[src/rtl/a2d_conv_sched.sv]
// a2d_conv_sched: periodic round of four A2D conversions over a shared SPI master.
// Each slot sends a channel command, waits a recovery gap, then reads the 12-bit result.
module a2d_conv_sched #(
    parameter bit         FAST_SIM  = 1'b1,
    parameter logic [2:0] CH_BATT   = 3'd0,
    parameter logic [2:0] CH_CURR   = 3'd1,
    parameter logic [2:0] CH_BRAKE  = 3'd3,
    parameter logic [2:0] CH_TORQUE = 3'd4,
    parameter int         GAP_CYC   = 4,
    parameter int         TMO_CYC   = 1023
) (
    input  logic        clk,
    input  logic        rst,
    input  logic        spi_done,
    input  logic [15:0] spi_rd,
    output logic        spi_wrt,
    output logic [15:0] spi_cmd,
    output logic [11:0] batt,
    output logic [11:0] curr,
    output logic [11:0] brake,
    output logic [11:0] torque,
    output logic        round_done,
    output logic        busy,
    output logic        tmo
);

    localparam int IW = FAST_SIM ? 11 : 14;
    localparam int CW = $clog2(TMO_CYC + 1);
    localparam logic [CW-1:0] GAP_LAST = CW'(GAP_CYC - 1);
    localparam logic [CW-1:0] TMO_LAST = CW'(TMO_CYC - 1);

    typedef enum logic [2:0] {
        S_IDLE,
        S_CMD,
        S_WAIT1,
        S_GAP,
        S_READ,
        S_WAIT2,
        S_NEXT
    } state_t;

    state_t        r_state;
    logic [1:0]    r_slot;
    logic [IW-1:0] r_ivl;
    logic          r_pend;
    logic [CW-1:0] r_cnt;
    logic          r_wrt;
    logic [15:0]   r_cmd;
    logic [11:0]   r_batt;
    logic [11:0]   r_curr;
    logic [11:0]   r_brake;
    logic [11:0]   r_torque;
    logic          r_rdone;
    logic          r_busy;
    logic          r_tmo;

    logic          w_wrap;
    logic          w_last;
    logic [1:0]    w_slot_nxt;
    logic [15:0]   w_cmd_nxt;
    logic          w_unused_rd;

    function automatic logic [2:0] ch_of(input logic [1:0] s);
        case (s)
            2'd0:    return CH_BATT;
            2'd1:    return CH_CURR;
            2'd2:    return CH_BRAKE;
            default: return CH_TORQUE;
        endcase
    endfunction

    assign w_wrap      = &r_ivl;
    assign w_last      = (r_slot == 2'd3);
    assign w_slot_nxt  = r_slot + 2'd1;
    assign w_cmd_nxt   = {2'b00, ch_of(w_slot_nxt), 11'h000};
    assign w_unused_rd = ^spi_rd[15:12];

    // Outputs are registered: pulses are set on the edge entering the state they belong to.
    always_ff @(posedge clk or posedge rst) begin
        if (rst) begin
            r_state  <= S_IDLE;
            r_slot   <= 2'd0;
            r_ivl    <= '0;
            r_pend   <= 1'b0;
            r_cnt    <= '0;
            r_wrt    <= 1'b0;
            r_cmd    <= 16'h0000;
            r_batt   <= 12'h000;
            r_curr   <= 12'h000;
            r_brake  <= 12'hFFF;
            r_torque <= 12'h000;
            r_rdone  <= 1'b0;
            r_busy   <= 1'b0;
            r_tmo    <= 1'b0;
        end else begin
            r_ivl   <= r_ivl + IW'(1);
            r_wrt   <= 1'b0;
            r_rdone <= 1'b0;
            r_tmo   <= 1'b0;
            unique case (r_state)
                S_IDLE: begin
                    if (r_pend) begin
                        r_pend  <= 1'b0;
                        r_slot  <= 2'd0;
                        r_busy  <= 1'b1;
                        r_wrt   <= 1'b1;
                        r_cmd   <= {2'b00, CH_BATT, 11'h000};
                        r_state <= S_CMD;
                    end
                end
                S_CMD: begin
                    r_cnt   <= '0;
                    r_state <= S_WAIT1;
                end
                S_WAIT1: begin
                    if (spi_done) begin
                        r_cnt   <= '0;
                        r_state <= S_GAP;
                    end else if (r_cnt == TMO_LAST) begin
                        r_tmo   <= 1'b1;
                        r_rdone <= w_last;
                        r_state <= S_NEXT;
                    end else begin
                        r_cnt <= r_cnt + CW'(1);
                    end
                end
                S_GAP: begin
                    if (r_cnt == GAP_LAST) begin
                        r_wrt   <= 1'b1;
                        r_cmd   <= 16'h0000;
                        r_state <= S_READ;
                    end else begin
                        r_cnt <= r_cnt + CW'(1);
                    end
                end
                S_READ: begin
                    r_cnt   <= '0;
                    r_state <= S_WAIT2;
                end
                S_WAIT2: begin
                    if (spi_done) begin
                        case (r_slot)
                            2'd0:    r_batt   <= spi_rd[11:0];
                            2'd1:    r_curr   <= spi_rd[11:0];
                            2'd2:    r_brake  <= spi_rd[11:0];
                            default: r_torque <= spi_rd[11:0];
                        endcase
                        r_rdone <= w_last;
                        r_state <= S_NEXT;
                    end else if (r_cnt == TMO_LAST) begin
                        r_tmo   <= 1'b1;
                        r_rdone <= w_last;
                        r_state <= S_NEXT;
                    end else begin
                        r_cnt <= r_cnt + CW'(1);
                    end
                end
                S_NEXT: begin
                    if (w_last) begin
                        r_busy  <= 1'b0;
                        r_state <= S_IDLE;
                    end else begin
                        r_slot  <= w_slot_nxt;
                        r_wrt   <= 1'b1;
                        r_cmd   <= w_cmd_nxt;
                        r_state <= S_CMD;
                    end
                end
                default: r_state <= S_IDLE;
            endcase
            // A wrap always leaves one round queued, even when IDLE consumes one now.
            if (w_wrap) r_pend <= 1'b1;
        end
    end

    assign spi_wrt    = r_wrt;
    assign spi_cmd    = r_cmd;
    assign batt       = r_batt;
    assign curr       = r_curr;
    assign brake      = r_brake;
    assign torque     = r_torque;
    assign round_done = r_rdone;
    assign busy       = r_busy;
    assign tmo        = r_tmo;

endmodule

[config.mk]
export PLATFORM = sky130hd
export DESIGN_NAME = a2d_conv_sched
export DESIGN_NICKNAME = d
export VERILOG_FILES = /design/src/rtl/a2d_conv_sched.sv
export SDC_FILE = /design/constraint.sdc
export NUM_CORES = 1
export LEC_CHECK = 0
export BUFFER_PORTS_ARGS = -buffer_cell sky130_fd_sc_hd__clkbuf_2
export CORE_MARGIN = 4
export CORE_UTILIZATION = 40
export DETAILED_ROUTE_END_ITERATION = 8
export PLACE_DENSITY = 0.62
export RECOVER_POWER = 25
export SLEW_MARGIN = 0
export SYNTH_ARGS = -nofsm -noshare
export SYNTH_HDL_FRONTEND = slang
export SYNTH_SLANG_ARGS = --single-unit
[constraint.sdc]
create_clock -name clk -period 4 [get_ports clk]
set_input_delay 0.8 -clock clk [delete_from_list [all_inputs] [get_ports clk]]
set_output_delay 0.8 -clock clk [all_outputs]
set_load 0.05 [all_outputs]
; ---- Word level (Yosys, flattened, before mapping)
; Cells that the tools add are included.
[word_totals]
register_bits = 95
[classes]
n_addsub = 3
eq_ne = 19
n_mux = 36
bitwise_logic = 1
reduce_logical = 20
[ops]
columns = operator, count
row1 = 16-bit 2-to-1 mux, 3
row2 = 16-bit one-hot mux with 3 select lines, 1
row3 = 10-bit 2-to-1 mux, 4
row4 = 10-bit one-hot mux with 4 select lines, 1
row5 = 3-bit one-hot mux with 7 select lines, 1
row6 = 3-bit AND reduction, 7
row7 = 3-bit 2-to-1 mux, 5
row8 = 1-bit 2-to-1 mux, 14
row9 = "2-bit inequality test, second input constant", 6
row10 = "11-bit by 1-bit adder with 11-bit output, second input constant", 1
row11 = 11-bit AND reduction, 1
row12 = "10-bit by 1-bit adder with 10-bit output, second input constant", 1
row13 = "10-bit equality test, second input constant", 1
row14 = "10-bit by 2-bit equality test with 1-bit output, second input constant", 1
row15 = "3-bit equality test, second input constant", 3
row16 = 3-bit one-hot mux with 3 select lines, 1
row17 = "2-bit equality test, second input constant", 3
row18 = "3-bit by 2-bit equality test with 1-bit output, second input constant", 2
row19 = "2-bit by 1-bit equality test with 1-bit output, second input constant", 2
row20 = 2-bit logical NOT, 2
row21 = 2-bit 2-to-1 mux, 2
row22 = 1-bit one-hot mux with 2 select lines, 2
row23 = 2-bit one-hot mux with 2 select lines, 1
row24 = 4-bit AND reduction, 1
row25 = other kinds (11), 13

; ---- Longest topological paths before layout
; Gate-level depths: netlist of the first run.
[depth]
word_depth = 5
ltp_mapped = 7
mapped_depth_nobuf = 7

; ---- Worst setup path after synthesis of the first run
; OpenSTA, ideal clock, no wires.
[synth_path]
kind = input to register
start = input spi_done
end = register r_cnt[4]
t_arrival_ns = 1.899
t_required_ns = 3.879
path_slack_ns = 1.980
stages = 6
path_buffers = 1
cell_sequence = buf_2 > a21o_1 > a21oi_1 > o21a_2 > a21bo_2 > a22o_1
[synth_via]
elab_chain_len = 2
word_cells_on_any_way = 4
[synth_lines]
columns = element, line_no
row1 = from (decl), 14  ; input logic spi_done,
row2 = 10-bit 2-to-1 mux or 2-bit inequality test (tied branches), --
row3 = 10-bit one-hot mux with 4 select lines or 3-bit AND reduction (tied branches), --
row4 = to (signal assigned), 124  ; r_cnt <= r_cnt + CW'(1);
row5 = to (signal assigned), 133  ; r_cnt <= r_cnt + CW'(1);
row6 = to (signal assigned), 155  ; r_cnt <= r_cnt + CW'(1);
row7 = to (decl), 46  ; logic [CW-1:0] r_cnt;
; Several ways; a longest one is shown, not always the timed one.
; A chain may end at the register's enable or synchronous reset.

; ---- Worst setup path in the final report of the first run
[layout_path]
start = register r_state[0]
end = register r_curr[2], in the netlist curr[2]
[layout_via]
elab_chain_len = 2
[layout_lines]
columns = element, line_no
row1 = from (decl), 42  ; state_t r_state;
row2 = from (signal assigned), 81  ; r_state <= S_IDLE;
row3 = from (signal assigned), 108  ; r_state <= S_CMD;
row4 = from (signal assigned), 113  ; r_state <= S_WAIT1;
row5 = 3-bit equality test, 100  ; unique case (r_state)
row6 = 3-bit AND reduction (no line), --
row7 = to (signal assigned), 144  ; 2'd1: r_curr <= spi_rd[11:0];
row8 = to (decl), 50  ; logic [11:0] r_curr;
; Every way passes these cells.

==> out/results.tsv, run 1 <==
metric	value	unit
status	complete, but fails checks	
failing checks	capacitance limit, slew limit	
CTS tree	built	
Syn Inst Count	314	
GR Overflow Total	0	
Post-DP HPWL	5.45	mm
post-CTS sizing	0	
Iter 0 DRT Violations	57	
flop-to-flop setup slack	1.69	ns
Sink Count	82	
initial antenna violation count	0	
# DRC	0	
mapped cell area	3850	sq um
Final Max Tran Viols	50	
Yosys reg bits	82	
Reg2Reg Capture Point	curr[2]	
hold path depth	1	
layout cells sized above 1	0.423	
adder-cell share of the synthesized area	0.0325	
met1 wire length	3.29	mm
max_cap viols	1	
via-per-instance ratio	4.94	
WHS	0.466	ns
First-pass DRT Iterations	5	
Top Layer Used	met4	
min Tclk post-route	2.31	ns
Worst Setup Path Type	flop to flop	
total track usage	0.143	
met3 routed WL	393	um
Root Driver	clkbuf_8	
Static Leak	2.28	nW
Vias	2555	
global-route wire length before repair	12.9	mm
cts bufs inserted	9	
simple logic cell fraction of the synthesized area	0.0932	
WL/cell	14.6	um
mux cell area share after synthesis	0.152	
I/O pin cnt	87	
final WL	7.54	mm
Worst R2R Start	r_state[0]	
Post-synth top flop	dfrtp_1	
Avg Inst Size Synth	12.3	sq um
Layout area overhead	16.0	%
core area	9330	sq um
# diodes	0	
slew margin rel.	-0.372	
hold path startpoint	r_ivl[9]	
ANT nets after route	0	
Hold-fix buffers, CTS	0	
clock buffer depth	2	
pre-CTS setup slack	1.63	ns
initial core utilization	0.413	
IO buf count	69	
Req. time, crit path	4.25	ns
Max Freq	434	MHz
largest family of logic cells by synthesized area	multiplexers	
yosys warns	0	
H-Tree Depth	3	
Critical path origin	r_state[0]	
die height	106	um
Setup crit end kind	flop	
pin count of the biggest net entering global routing	50	
Slew @ Worst Pin	2.05	ns
routed wire length on met2	3.76	mm
Rows	35	
Die X	106	um
type of origin of the critical path	flop	
final worst setup slack	1.69	ns
clock slew seen by the registers of the worst setup and hold paths	0.09	ns
Post-synth EDFFs	0	
Worst Reg2Reg Path Length in Cells	3	
fraction of registers with async set/reset	1.00	
period utilization	0.577	
clk_lat worst skew	0.35	ns
vias in the first global route	2610	
min-delay worst type	flop to flop	
Final #Nets	412	
maximum vdd drop	0.195	mV
Netlist cell types	50	
GP Congestion	0.811	
RSZ-0062 raised after global routing	false	
Multi-input gate area	1600	sq um
CP max FO	14	
Seq/Total Area, Yosys	0.537	
Die Area	11300	sq um
WHS Endpoint	r_ivl[9]	
Worst EP arrival	2.55	ns
Filler Cells Inserted	851	
Synth Area in Compound Gates	0.102	
setup bufs post-CTS	0	
Post-Synth XOR/XNOR Area	0.0227	
P per Cell Area	354	nW/um^2
Final setup viols	0	
clock skew	0.00901	ns
Setup TNS	0	ns
Reg area	2070	sq um
final hold violation count	0	
-- Yosys cell counts, drive strengths merged, types with 2 or more instances --
cell     n  area, sq um
nand2b   4         27.5
xor2     5         43.8
a21oi   15         75.1
o31ai    2         15.0
nand2   18         67.6
a31oi    4         31.3
buf     24          173
a22o     3         26.3
mux2i    2         20.0
and3     3         18.8
a41oi    3         26.3
nor2     9         33.8
ha      10          125
nor3     8         60.1
mux2    50          567
a21o     3         22.5
xnor2    5         43.8
nand4    3         25.0
nand3   14         70.1
a21boi   2         15.0
o21ai   11         55.1
dfstp   12          315
dfrtp   70         1750
inv     15         56.3
-- layout by cell type, fill, tap and decap left out, drive strengths merged, types with 2 or more instances in the layout --
master and instances:
nor2 9, o31ai 2, ha 10, clkbuf 78, o21ai 11, inv 18, mux2 50, a41oi 3
nor3 8, and3 3, nand2b 4, clkinvlp 2, xnor2 5, xor2 5, a22o 3, dfstp 12
nand2 18, a31oi 4, a21oi 15, nand3 14, conb 13, nand4 3, a21boi 2, bufinv 2
dfrtp 70, a21o 3, mux2i 2
-- how the worst max path moves through the flow --
| stage | cells after the start | to | slack, ns |
|---|---|---|---|
| floorplan | 1 | batt[0] | 1.11 |
| global placement | 3 | batt[0] | 1.67 |
| detailed placement | 6 | r_state[0] | 1.63 |
| CTS | 3 | curr[9] | 1.64 |
| global route | 3 | r_pend | 1.48 |
| finish | 3 | curr[2] | 1.69 |
-- registers in the layout, indices dropped and copies added (netlist names), 3 cells and up --
name     flops
batt        12
brake       12
curr        12
torque      12
r_ivl       11
r_cnt       10
r_state      3
spi_cmd      3
-- layer usage --
| metal | vias to the layer above | global-route usage |
|---|---|---|
| met2 | 61 | 0.232 |
| li1 | 1220 | - |
| met3 | 7 | 0.0455 |
| met1 | 1267 | 0.180 |
| met4 | 0 | 0.0527 |
| met5 | - | 0 |
-- per-stage QoR --
| stage | util | std cells | total power, mW | area (sq um) |
|---|---|---|---|---|
| floorplan | - | 326 | 0.901 | 3900 |
| global placement | 0.455 | 501 | 0.909 | 4240 |
| detailed placement | 0.455 | 501 | 0.910 | 4240 |
| CTS | 0.479 | 517 | 1.60 | 4470 |
| global route | 0.479 | 517 | 1.65 | 4470 |
| finish | 0.479 | 517 | 1.58 | 4470 |
-- cell families after synthesis --
group	after synthesis
multiplexers	52
AND/OR/NAND/NOR	66
flip-flops	82
XOR/XNOR	10
AO/OA/AOI/OAI	54
other	1
buffers and inverters	39
adder cells (fa/ha/maj)	10
-- cell type report --
cell class,instances,area share
Tap cell,129,0.0361
Inverter,15,0.0129
Sequential cell,82,0.463
Clock buffer,9,0.0277
Multi-Input combinational cell,205,0.358
Timing Repair Buffer,70,0.0787
Clock inverter,7,0.0235
-- critical path, stage by stage (launching register included) --
cell,delay (ns)
dfrtp_1,0.64
and3b_1,0.46
nand3_1,0.60
mux2_2,0.49
-- power by group --
group          internal (mW)  switching (mW)
combinational        0.00905          0.0540
clock                  0.363           0.327
sequential             0.829               0
total                   1.20           0.381
Note: power is estimated with default switching activity, not from simulation.
==> run 2: changes to the inputs <==
--- a/config.mk
+++ b/config.mk
@@ -5,6 +5,7 @@
 export SDC_FILE = /design/constraint.sdc
 export NUM_CORES = 1
 export LEC_CHECK = 0
+export ABC_AREA = 1
 export BUFFER_PORTS_ARGS = -buffer_cell sky130_fd_sc_hd__clkbuf_2
 export CORE_MARGIN = 4
 export CORE_UTILIZATION = 40
==> constraint.sdc (replaced) <==
create_clock -name clk -period 2.2 [get_ports clk]
set_input_delay 0.44 -clock clk [delete_from_list [all_inputs] [get_ports clk]]
set_output_delay 0.44 -clock clk [all_outputs]
set_load 0.05 [all_outputs]
==> run 2 against run 1 <==
Compared with the run above: final cell count is 29% higher; synthesized area grew 3.0%; critical path depth grew 5; first-iteration DRC count grew to 3.6 times the previous value; clock power grew 44%; the flow now finishes without violations; via count rose by 21%; core utilization decreased by 1.4 points; sequential share of layout area shrank 0.61 points; critical path type unchanged; sequential power grew 82%.
==> out/results.tsv, run 2 <==
metric	value	unit
Iter 0 DRT Violations	204	
Static Leak	2.36	nW
commonest non-fill, non-tap cell in the layout	nand2_1	
yosys warns	0	
cts bufs inserted	9	
IO buf count	69	
period utilization	0.819	
H-Tree Depth	3	
Post-synth top cells	nand2_1, dfrtp_1, o21ai_0	
WL/cell	12.5	um
clock skew	0.0107	ns
Syn Inst Count	459	
CP most frequent cell	nand2_1	
I/O pin cnt	87	
hold path depth	3	
GR Overflow Total	0	
global-route wire length before repair	14.0	mm
Hold-fix buffers, CTS	0	
min Tclk post-route	1.80	ns
Post-synth EDFFs	0	
Worst EP arrival	2.04	ns
Setup TNS	0	ns
Final Max Tran Viols	0	
Avg Inst Size Synth	8.64	sq um
Req. time, crit path	2.44	ns
most frequent cells in the layout	nand2_1, dfrtp_1, clkbuf_2, o21ai_0, inv_1	
Bufs and invs on worst path	1	
area leader, netlist	dfrtp_1	
Post-DP HPWL	5.96	mm
Final #Nets	558	
ANT nets after route	0	
total track usage	0.151	
Vias	3086	
fraction of registers with async set/reset	1.00	
initial antenna violation count	0	
die height	108	um
CP max FO	6	
mapped cell area	3970	sq um
RSZ-0062 raised after global routing	false	
Yosys reg bits	82	
type of origin of the critical path	flop	
slew margin rel.	0.271	
max_cap viols	0	
layout cells sized above 1	0.238	
Max Freq	555	MHz
Multi-input gate area	1580	sq um
Netlist cell types	33	
pin count of the biggest net entering global routing	83	
initial core utilization	0.408	
Die X	108	um
final hold violation count	0	
vias in the first global route	2947	
# diodes	0	
Rows	36	
Die Area	11600	sq um
post-CTS sizing	0	
Slew @ Worst Pin	1.09	ns
First-pass DRT Iterations	4	
P per Cell Area	576	nW/um^2
Worst Setup Path Type	flop to flop	
non-filler cells in the finished layout	667	
Inst Count DP	651	
clk_lat worst skew	0.35	ns
Seq/Total Area, Yosys	0.521	
min-delay worst type	input port to flop	
final WL	8.35	mm
Final setup viols	0	
Sink Count	82	
WP depth	8	
status	finished, final reports clean	
CP cell instances	inv_1, ha_1, nand2_1, nor2_1, nand2_1, nor2_2, o21ai_0, a21boi_0	
Layout area overhead	14.2	%
Yosys top cell area share	0.442	
Setup crit end kind	flop	
Reg area	2070	sq um
# DRC	0	
slowest CP cell	dfrtp_1	
setup bufs post-CTS	0	
core area	9730	sq um
Filler Cells Inserted	963	
top-count cell post-synth	nand2_1	
GP Congestion	0.860	
CP delay by family, top	simple AND/OR/NAND/NOR gates	
Post-synth top flop	dfrtp_1	
Worst Reg2Reg Path Length in Cells	8	
Root Driver	clkbuf_8	
top area cells in the synthesized netlist	dfrtp_1, nand2_1, dfstp_2	
clock slew seen by the registers of the worst setup and hold paths	0.09	ns
clock buffer depth	2	
via-per-instance ratio	4.63	
CTS tree	built	
Largest stage delay, worst path	0.43	ns
maximum vdd drop	0.337	mV
==> run 2: cell types whose count changed after synthesis, sizes merged, moves of 5 or more <==
cell   delta
nand2   +122
a21oi     -8
buf       -5
nand3    +12
inv      +35
mux2     -50
o21ai    +49
nor2     +22
==> run 2: worst paths after layout <==
| kind | from | endpoint | slack [ns] |
|---|---|---|---|
| worst min-delay path | spi_rd[10] | brake[10] | 0.34 |
| worst max register to register | r_cnt[0] | round_done | 0.40 |
| min in group asynchronous | rst | torque[3] | 0.44 |
| max in group asynchronous | rst | r_pend | 1.03 |
| worst max-delay path | r_cnt[0] | round_done | 0.40 |
| worst min register to register | r_ivl[0] | r_ivl[0] | 0.45 |
==> run 2: cell type report <==
type,count,share of cell area
Clock inverter,7,0.0113
Sequential cell,82,0.456
Tap cell,133,0.0368
Multi-Input combinational cell,316,0.348
Inverter,50,0.0417
Timing Repair Buffer,70,0.0779
Clock buffer,9,0.0274
==> run 2: cell families after synthesis <==
family                   count (synthesis)  synth area share
adder cells (fa/ha/maj)                 10            0.0315
AND/OR/NAND/NOR                        211             0.236
other                                    1          0.000945
buffers and inverters                   73            0.0924
flip-flops                              82             0.521
AO/OA/AOI/OAI                           71            0.0940
XOR/XNOR                                11            0.0243
==> run 2: worst register-to-register path, stage by stage (launching register included) <==
cell	delay (ns)
dfrtp_1	0.43
inv_1	0.16
ha_1	0.20
nand2_1	0.06
nor2_1	0.10
nand2_1	0.08
nor2_2	0.25
o21ai_0	0.16
a21boi_0	0.27
==> run 2: per-layer routing <==
metal | share of wire | vias to the layer above | routed length [um] | GRT usage
met5 | 0 | - | 0 | 0
met2 | 0.47 | 70 | 3890 | 0.237
met3 | 0.046 | 8 | 388 | 0.0354
met4 | 0.0097 | 0 | 81 | 0.0406
li1 | - | 1569 | - | -
met1 | 0.48 | 1439 | 3980 | 0.212
==> run 2: stage by stage <==
stage,setup slack (ns),total power [mW],hold WS [ns],utilization,area (sq um)
2_1_floorplan,0.677,1.64,0.422,-,4020
3_3_place_gp,0.462,1.65,0.435,0.449,4370
3_5_place_dp,0.467,1.66,0.440,0.449,4370
4_1_cts,0.441,2.65,0.200,0.467,4540
5_1_grt,0.213,2.72,0.338,0.465,4530
6_report,0.399,2.61,0.345,0.465,4530
==> run 2: power by group <==
part / total [mW] / internal, mW / switching, mW
registers: 1.51 / 1.51 / 0
logic: 0.113 / 0.0150 / 0.0978
clock network: 0.990 / 0.416 / 0.575
total: 2.61 / 1.94 / 0.673
